## config.mk

```make
export PLATFORM = sky130hd
export DESIGN_NAME = hazard_stall_unit
export DESIGN_NICKNAME = d
export VERILOG_FILES = /design/src/rtl/hazard_pkg.sv /design/src/rtl/hazard_stall_unit_md_busy_fsm.sv /design/src/rtl/hazard_stall_unit.sv
export SDC_FILE = /design/constraint.sdc
export NUM_CORES = 1
export LEC_CHECK = 0
export ABC_CLOCK_PERIOD_IN_PS = 2500
export BUFFER_PORTS_ARGS = -buffer_cell sky130_fd_sc_hd__buf_4
export CORE_MARGIN = 2
export CORE_UTILIZATION = 52
export CTS_BUF_LIST = sky130_fd_sc_hd__clkbuf_16
export DETAILED_ROUTE_END_ITERATION = 16
export PLACE_DENSITY = 0.82
export SLEW_MARGIN = 20
export SYNTH_ARGS = -nofsm -noshare
export SYNTH_HDL_FRONTEND = slang
export SYNTH_HIERARCHICAL = 1
export SYNTH_SLANG_ARGS = --single-unit
```

## constraint.sdc

```tcl
create_clock -name clk -period 2.5 [get_ports clk]
set_clock_uncertainty 0.15 [all_clocks]
set_input_delay 0 -clock clk [delete_from_list [all_inputs] [get_ports clk]]
set_output_delay 0 -clock clk [all_outputs]
set_load 0.05 [all_outputs]
```

## src/rtl/hazard_pkg.sv

```systemverilog
// hazard_pkg: shared state encodings, latency bounds and counter helpers
// for the hazard/stall unit.
package hazard_pkg;

    localparam int MD_LATENCY_MIN = 2;
    localparam int MD_LATENCY_MAX = 16;
    localparam int CNT_W          = 5;
    localparam int PERF_W         = 16;

    typedef enum logic [1:0] {
        IDLE = 2'd0,
        BUSY = 2'd1,
        DONE = 2'd2
    } md_state_t;

    // Value loaded on op start so that BUSY spans MD_LATENCY-1 cycles.
    function automatic logic [CNT_W-1:0] md_start_count(input int latency);
        return CNT_W'(latency - 2);
    endfunction

endpackage

```

## src/rtl/hazard_stall_unit_md_busy_fsm.sv

```systemverilog
// md_busy_fsm: tracks a multi-cycle mul/div op in Execute and produces the
// hold and completion strobes.
module md_busy_fsm
    import hazard_pkg::*;
#(
    parameter int MD_LATENCY = 4
) (
    input  logic clk,
    input  logic rst,
    input  logic MulDivStartE,
    output logic mdHold,
    output logic MulDivDoneE
);

    md_state_t        state, state_n;
    logic [CNT_W-1:0] cnt, cnt_n;

    always_ff @(posedge clk or posedge rst) begin
        if (rst) begin
            state <= IDLE;
            cnt   <= '0;
        end else begin
            state <= state_n;
            cnt   <= cnt_n;
        end
    end

    // DONE always returns to IDLE so a start still high there is not a restart.
    always_comb begin
        state_n = state;
        cnt_n   = cnt;
        case (state)
            IDLE: begin
                if (MulDivStartE) begin
                    state_n = BUSY;
                    cnt_n   = md_start_count(MD_LATENCY);
                end
            end
            BUSY: begin
                if (cnt == '0) state_n = DONE;
                else cnt_n = cnt - 1'b1;
            end
            DONE:    state_n = IDLE;
            default: state_n = IDLE;
        endcase
    end

    assign mdHold      = (state == IDLE && MulDivStartE) || state == BUSY;
    assign MulDivDoneE = state == DONE;

endmodule

```

## src/rtl/hazard_stall_unit.sv

```systemverilog
// hazard_stall_unit: load-use and mul/div stall generation, branch flushes
// and a saturating stall-cycle performance counter.
module hazard_stall_unit
    import hazard_pkg::*;
#(
    parameter int MD_LATENCY = 4
) (
    input  logic              clk,
    input  logic              rst,
    input  logic [4:0]        Rs1_D,
    input  logic [4:0]        Rs2_D,
    input  logic [4:0]        RD_E,
    input  logic              RegWriteE,
    input  logic              MemReadE,
    input  logic              PCSrcE,
    input  logic              MulDivStartE,
    input  logic              StallCntClr,
    output logic              StallF,
    output logic              StallD,
    output logic              StallE,
    output logic              FlushD,
    output logic              FlushE,
    output logic              MulDivDoneE,
    output logic [PERF_W-1:0] StallCycles
);

    logic lw_stall;
    logic md_hold;

    md_busy_fsm #(.MD_LATENCY(MD_LATENCY)) u_md (
        .clk          (clk),
        .rst          (rst),
        .MulDivStartE (MulDivStartE),
        .mdHold       (md_hold),
        .MulDivDoneE  (MulDivDoneE)
    );

    assign lw_stall = MemReadE && RegWriteE && RD_E != 5'd0 &&
                      (RD_E == Rs1_D || RD_E == Rs2_D);

    // Mul/div hold dominates: a flush must not destroy the held instructions.
    assign StallE = md_hold;
    assign StallF = lw_stall || md_hold;
    assign StallD = StallF;
    assign FlushD = PCSrcE && !md_hold;
    assign FlushE = (lw_stall || PCSrcE) && !md_hold;

    always_ff @(posedge clk or posedge rst) begin
        if (rst) StallCycles <= '0;
        else if (StallCntClr) StallCycles <= '0;
        else if (StallF && !(&StallCycles)) StallCycles <= StallCycles + 1'b1;
    end

endmodule

```

---- Yosys cells after proc, flatten, opt, wreduce, memory -nomap -nowiden ----
Index checks and enable logic that the tools add are counted.
word-level totals
  flip-flop bits (word level) ............. 23
  word-level logic and storage cells ...... 41
  input bits .............................. 22
  output and inout bits ................... 22
cells by class
  equality and inequality tests ........... 7
  reductions and logical operators ........ 21
  $add $sub $neg .......................... 2
  muxes and demuxes ....................... 8
operators by type and width
  cell                                                   number
  2-to-1 mux 16 bit                                      2
  adder 16 x 1 -> 16 bit, second input constant          1
  AND reduction 16 bit                                   1
  equality test 5 bit                                    2
  2-to-1 mux 5 bit                                       2
  one-hot mux 5 bit (2 select lines)                     1
  logical AND 1 bit                                      7
  zero test 5 bit                                        1
  nonzero test 5 bit                                     1
  subtractor 5 x 1 -> 5 bit, second input constant       1
  logical OR 1 bit                                       4
  2-to-1 mux 2 bit                                       2
  inequality test 2 bit, second input constant           2
  one-hot mux 2 bit (2 select lines)                     1
  nonzero test 2 bit                                     2
  AND reduction 3 bit                                    1
  equality test 2 x 1 -> 1 bit, second input constant    1
  equality test 2 bit, second input constant             1
  zero test 1 bit                                        2
  zero test 2 bit                                        1
  inequality test 2 x 1 -> 1 bit, second input constant  1
  AND reduction 2 bit                                    1

---- Logic depth before layout (Yosys ltp) ----
Gate-level depths: netlist of run 1.
  depth in word-level cells ............... 7
  gate-level depth with buffers ........... 8
  gate-level depth less buffers ........... 7

---- Hierarchy ----
The synthesis of run 1 kept the hierarchy.
by module, submodules not included
  module             seq. area each (µm²)  area each (µm²)  cells each  times used
  hazard_stall_unit  400.4                 1176.1           127         1
  md_busy_fsm        175.2                 367.9            37          1

---- Worst setup path after synthesis of run 1 ----
OpenSTA, ideal clock, no wires.
  kind .................................... register -> register
  start ................................... reg StallCycles[0]
  end ..................................... reg StallCycles[8]
  stages on the path, launching flop included .. 8
  data arrival time ....................... 2.411 ns
  required time ........................... 2.223 ns
  clock period less this slack ............ 2.688 ns
  path slack .............................. -0.188 ns
  path buffers ............................ 0
  library setup time ...................... 0.127 ns
  cell sequence ........................... dfrtp_1 -> ha_1 -> nand4_1 -> or4_4 -> nand3_1 -> o2bb2ai_2 -> and4_1 -> mux2_1
on the way
  word-level cells in the longest chain between the ends .. 4
  elaborated cells on any way between the ends .. 7
  those cells by class .................... 1 x add/sub; 2 x mux; 4 x reduce/logical
RTL lines
  what                                                                            RTL line                 text
  start, declared                                                                 hazard_stall_unit.sv:24  output logic [PERF_W-1:0] StallCycles
  start signal, assigned                                                          hazard_stall_unit.sv:51  else if (StallF && !(&StallCycles)) StallCycles <= StallCycles + 1'b1;
  parallel branches: the longest is 4 deep, another holds adder 16 x 1 -> 16 bit  -
Several ways; the timed one is not identified. The select of a mux whose other input is x is not followed.
A chain may end at the register's enable or synchronous reset.

---- Worst setup path in the final report of run 1 ----
Ends and elaborated chain as after synthesis.

==> results of run 1 <==
## final cells by class
| cell class | count | share of cell area |
|---|---|---|
| multi-input combinational | 125 | 0.442 |
| sequential | 23 | 0.290 |
| timing repair buffer | 49 | 0.186 |
| clock buffer | 3 | 0.0373 |
| inverter | 12 | 0.0224 |
| tap | 31 | 0.0193 |
| clock inverter | 1 | 0.00248 |
## worst paths after layout
kind,from,endpoint,slack [ns],depth (start not counted)
worst max-delay path,StallCycles[0],StallCycles[8],0.07,7
worst min-delay path,rst,u_md/cnt[1],0.08,3
worst max register to register,StallCycles[0],StallCycles[8],0.07,7
worst min register to register,u_md/state[1],u_md/state[1],0.34,1
max in group asynchronous,rst,StallCycles[4],1.50,3
min in group clk,PCSrcE,FlushD,0.25,3
## metal layers
layer,vias up,wire (um),GRT usage
li1,709,-,-
met5,-,0,0
met4,0,62,0.0963
met3,7,173,0.0374
met1,697,1490,0.266
met2,37,1870,0.413
## timing repair
item                                    4_1_cts  5_1_grt
hold endpoints to repair                     32        0
endpoints found under the setup margin        0        0
buffers inserted                              0        0
hold buffers                                  3        0
## cell usage in the layout (no fill, tap or decap), types with 2 or more instances in the layout
cell and instances:
xnor2_1 11, nand3_1 5, mux2_1 2, a21oi_1 11, dfrtp_2 7, buf_4 46
nand4_1 4, dlygate4sd3_1 3, nor2b_1 8, o41ai_1 2, nand2_1 11, ha_1 2
nand4_2 2, a31o_2 2, or3_1 3, dfrtp_1 16, o31ai_1 2, o21a_1 4
clkbuf_16 3, o21ai_0 4, o311a_1 2, inv_1 12, or4_1 3, nor2_1 15
mux2i_1 2, or4_4 2
## through the flow
step,setup slack (ns),power (mW),hold WS [ns]
after floorplan,-0.0102,1.02,-0.347
after global placement,0.160,1.18,-0.196
after detailed placement,0.0978,1.21,-0.192
after CTS,0.0896,1.57,0.0905
after global routing,0.00338,1.65,0.118
final,0.0722,1.56,0.0779
## kinds of logic (layout without fill, tap and decap cells)
| kind of cell | after synthesis | count (layout) | synth area share |
|---|---|---|---|
| AO/OA/AOI/OAI | 39 | 39 | 0.194 |
| AND/OR/NAND/NOR | 66 | 66 | 0.254 |
| flip-flops | 23 | 23 | 0.373 |
| buffers and inverters | 16 | 65 | 0.0502 |
| multiplexers | 6 | 6 | 0.0446 |
| adder cells (fa/ha/maj) | 2 | 2 | 0.0162 |
| XOR/XNOR | 12 | 12 | 0.0681 |
## critical path: stages, from the launching register on
cell	delay [ns]
dfrtp_2	0.41
ha_1	0.22
nand4_1	0.18
or4_4	0.58
nand3_1	0.12
o2bb2ai_2	0.11
and4_1	0.22
mux2_1	0.30
## where the power goes
| group | switching [mW] | leakage [nW] | total (mW) | internal, mW |
|---|---|---|---|---|
| registers | 0.0872 | 0.297 | 0.524 | 0.436 |
| clock network | 0.135 | 0.0409 | 0.350 | 0.215 |
| logic | 0.422 | 0.564 | 0.684 | 0.262 |
## flip-flops by register name, indices dropped and copies added (netlist names)
name and cells:
u_md/cnt 5, StallCycles 16, u_md/state 2
==> flow_summary.toml, run 1 <==
[outcome]
status = "completed"

[route]
postRouteAntennaNets = 0
first_iter_violations = 49
wl_per_cell_um = 14.7
dr_total_vias = 1450
firstDrtPassIters = 4
via_per_inst = 5.94
totalWireLength_mm = 3.60
remaining_drc_errors = 0

[timing]
fin_crit_sh = 0.971
slew_headroom = 0.570
finalSetupViolCount = 0
max_freq_ghz = 0.412
hold_violations = 0
final_max_slew_viol_count = 0
worst_slew_pin_slew_ns = 0.644
rsz0062_at_grt = "no"
tns_ns = 0
fin_crit_ns = 2.43

[global_routing]
grt_remaining_overflow = 0
antenna_found_initial = 0
grt_pass1_wl_mm = 6.08
grt_util_all_layers = 0.228
grt_max_degree = 22
grt_pass1_vias = 1438

[layout]
fillers = 213
final_util = 0.724
multiInputGateArea_um2 = 891
stdcell_count = 244
num_antenna_cells = 0
areaGrowthSynthToFinish_pct = 30.5
regArea_um2 = 584
drive_gt1_frac = 0.347
post-route-cell-area_um2 = 2010
final_nets = 238

[setup_path]
critPathLaunchType = "flip-flop"
cp.arrival_ns = 2.42
cp-end-kind = "flip-flop"
path_class = "flip-flop to flip-flop"
cp_max_fo = 6
cp_data_required_time_ns = 2.49

[power]
vdd_drop_max_uv = 684
p_leak_nw = 0.901
power_density_nw_per_um2 = 774

[floorplanning]
start_util = 0.555
die_area_um2 = 3420
core-area_um2 = 2780
rows = 19
io_pins = 44
die_width_um = 58.5
fp.dieH_um = 58.5

[placement]
port_buffers = 43
dpl.cell_count = 237
place_congestion = 0.869
placed_cell_area_um2 = 1900
dp_hpwl_mm = 2.76

[cts]
root_buffer = "clkbuf_16"
cts_resized = 0
cts.sinks = 23
clk_pin_slew_worst_paths_ns = 0.06
htreeDepth = 1
tritoncts = "done"
cts.path.max_buffers = 2
numCtsBuffers = 3
insertion_delay_ns = 0.26

[synthesis]
syn-cell-area_um2 = 1540
syn_area_per_cell_um2 = 9.41
ys_seq_area_frac = 0.373
synth-seq-cells = 23
ys_top_cells_by_area = "dfrtp_1 (37%), xnor2_1 (6.2%), nor2_1 (3.6%)"
yosysWarnings = 6
synth_cells = 164
ys_top_cells_by_count = "dfrtp_1 (23), nor2_1 (15), inv_1 (12)"
yosys.area.top_type = "dfrtp_1"
syn_nets = 188
ys_dominant_reg_cell = "dfrtp_1"
synthArstFlopShare = 1.00
yosysMostFrequentCell = "dfrtp_1"
synth_edf_count = 0
ys_types = 54
yosysTopAreaCellShare = 0.373

[run]
cap_violations = 0

[worst_hold_path]
hold_class = "input port to asynchronous set/reset pin"
(Power assumes the default switching activity.)
==> inputs of run 2 (changes only) <==
Settings changed: BUFFER_PORTS_ARGS -buffer_cell sky130_fd_sc_hd__buf_4 to -buffer_cell sky130_fd_sc_hd__buf_2.
==> run 2 against run 1 <==
  * Via count is 0.34% lower
  * Count of clock-buffer cells in the layout stayed put
  * Flip-flop and latch count stayed put
  * Fmax is 4.6% higher
  * Worst setup slack better by 0.11 ns
  * Global-route usage is 0.33 points higher
  * Critical path depth stayed put
  * Total power is 1.4% lower
  * Highest routed layer unchanged
==> flow_summary.toml, run 2 (synthesized netlist as in run 1, its figures left out) <==
[setup_path]
path_cells = "ha_2 -> nand4_1 -> or4_4 -> nand3_1 -> o2bb2ai_2 -> and4_1 -> mux2_1"
max_stage_delay_ns = 0.48
reg2reg_from = "StallCycles[1]"
cp-end-kind = "flip-flop"
cp_data_required_time_ns = 2.49
crit_buf_inv = 0
cp_top_family = "simple AND/OR/NAND/NOR gates"
r2r-end = "StallCycles[8]"
crit_start = "StallCycles[1]"
r2r_slack_ns = 0.18
slowest_stage = "or4_4"
cp_max_fo = 6
cp.arrival_ns = 2.31
r2r_cells = 7
path_class = "flip-flop to flip-flop"
critPathLaunchType = "flip-flop"

[power]
p_leak_nw = 0.882
vdd_drop_max_uv = 672
power_density_nw_per_um2 = 802

[placement]
port_buffers = 43
place_congestion = 0.880
dp_worst_setup_slack_ns = 0.0727
dp_hpwl_mm = 2.81

[outcome]
status = "completed"

[floorplanning]
rows = 19
fp.dieH_um = 58.5
start_util = 0.555
core-area_um2 = 2780
die_width_um = 58.5
die_area_um2 = 3420
io_pins = 44

[cts]
numCtsBuffers = 3
cts.sinks = 23
clk_pin_slew_worst_paths_ns = 0.06
htreeDepth = 1
root_buffer = "clkbuf_16"
tritoncts = "done"
cts.path.max_buffers = 2
insertion_delay_ns = 0.25

[global_routing]
grt_max_degree = 22
antenna_found_initial = 0
grt_util_all_layers = 0.232
grt_pass1_vias = 1450
grt_pass1_wl_mm = 6.23
grt_remaining_overflow = 0

[timing]
rsz0062_at_grt = "no"
final_max_slew_viol_count = 0
setup_slack_ns = 0.179
worst_slew_pin_slew_ns = 0.636
max_freq_ghz = 0.431
fin_crit_ns = 2.32
hold_violations = 0
fin_crit_sh = 0.928
finalSetupViolCount = 0
slew_headroom = 0.575

[layout]
mostFrequentLayoutCells = "buf_2 (43), dfrtp_1 (16), nor2_1 (15)"
areaGrowthSynthToFinish_pct = 24.1
regMostFlops = "StallCycles"
drive_gt1_frac = 0.355
num_antenna_cells = 0
final_util = 0.689
layout_commonest_cell = "buf_2"
reg_top3 = "StallCycles (16), u_md/cnt (5), u_md/state (2)"
final_nets = 239
largest_reg_flops = 16

[route]
totalWireLength_mm = 3.68
wl_per_cell_um = 15.0
via_per_inst = 5.90
firstDrtPassIters = 4
postRouteAntennaNets = 0
remaining_drc_errors = 0
dr_total_vias = 1445
first_iter_violations = 64

[run]
cap_violations = 0

[worst_hold_path]
hold_class = "input port to asynchronous set/reset pin"
-- run 2: repair_timing --
item | CTS | global route
hold buffers | 3 | 0
buffers inserted | 0 | 1
endpoints found under the setup margin | 0 | 1
gates resized for setup | 0 | 1
endpoints found under the hold margin | 25 | 0
-- run 2: power breakdown --
group | internal [mW] | total [mW] | switching [mW]
clock network | 0.215 | 0.348 | 0.133
registers | 0.436 | 0.517 | 0.0803
logic | 0.236 | 0.672 | 0.436
-- run 2: how the worst max path moves through the flow --
stage	depth (start not counted)	endpoint	slack [ns]
3_5_place_dp	7	StallCycles[8]	0.07
6_report	7	StallCycles[8]	0.18
3_3_place_gp	7	StallCycles[8]	0.16
5_1_grt	7	StallCycles[8]	0.08
2_1_floorplan	7	StallCycles[8]	-0.01
4_1_cts	7	StallCycles[8]	0.05
-- run 2: metal layers --
layer	part of all wire	vias up	GRT usage
met5	0	-	0
met4	0.0079	0	0.0698
met3	0.036	4	0.0264
met2	0.55	29	0.441
met1	0.41	705	0.269
li1	-	707	-
-- run 2: worst min-delay path, delay by kind of cell --
| kind | cells | cell delay [ns] |
|---|---|---|
| buffers and inverters | 3 | 0.86 |
-- run 2: cell type report --
class / count / area [um2]
multi-input combinational: 125 / 893
fill: 214 / 865
sequential: 23 / 584
timing repair buffer: 50 / 275
clock buffer: 3 / 75.1
inverter: 12 / 45.0
tap: 31 / 38.8
clock inverter: 1 / 5.00
-- run 2: metrics by stage --
stage | instances | instance area, um2 | hold WS [ns] | total power [mW] | TNS (ns)
floorplan | 164 | 1550 | -0.347 | 1.02 | -0.0102
global placement | 237 | 1800 | -0.204 | 1.14 | 0
detailed placement | 237 | 1800 | -0.197 | 1.17 | 0
CTS | 244 | 1910 | 0.0841 | 1.53 | 0
global route | 245 | 1920 | 0.119 | 1.64 | 0
finish | 245 | 1920 | 0.0752 | 1.54 | 0
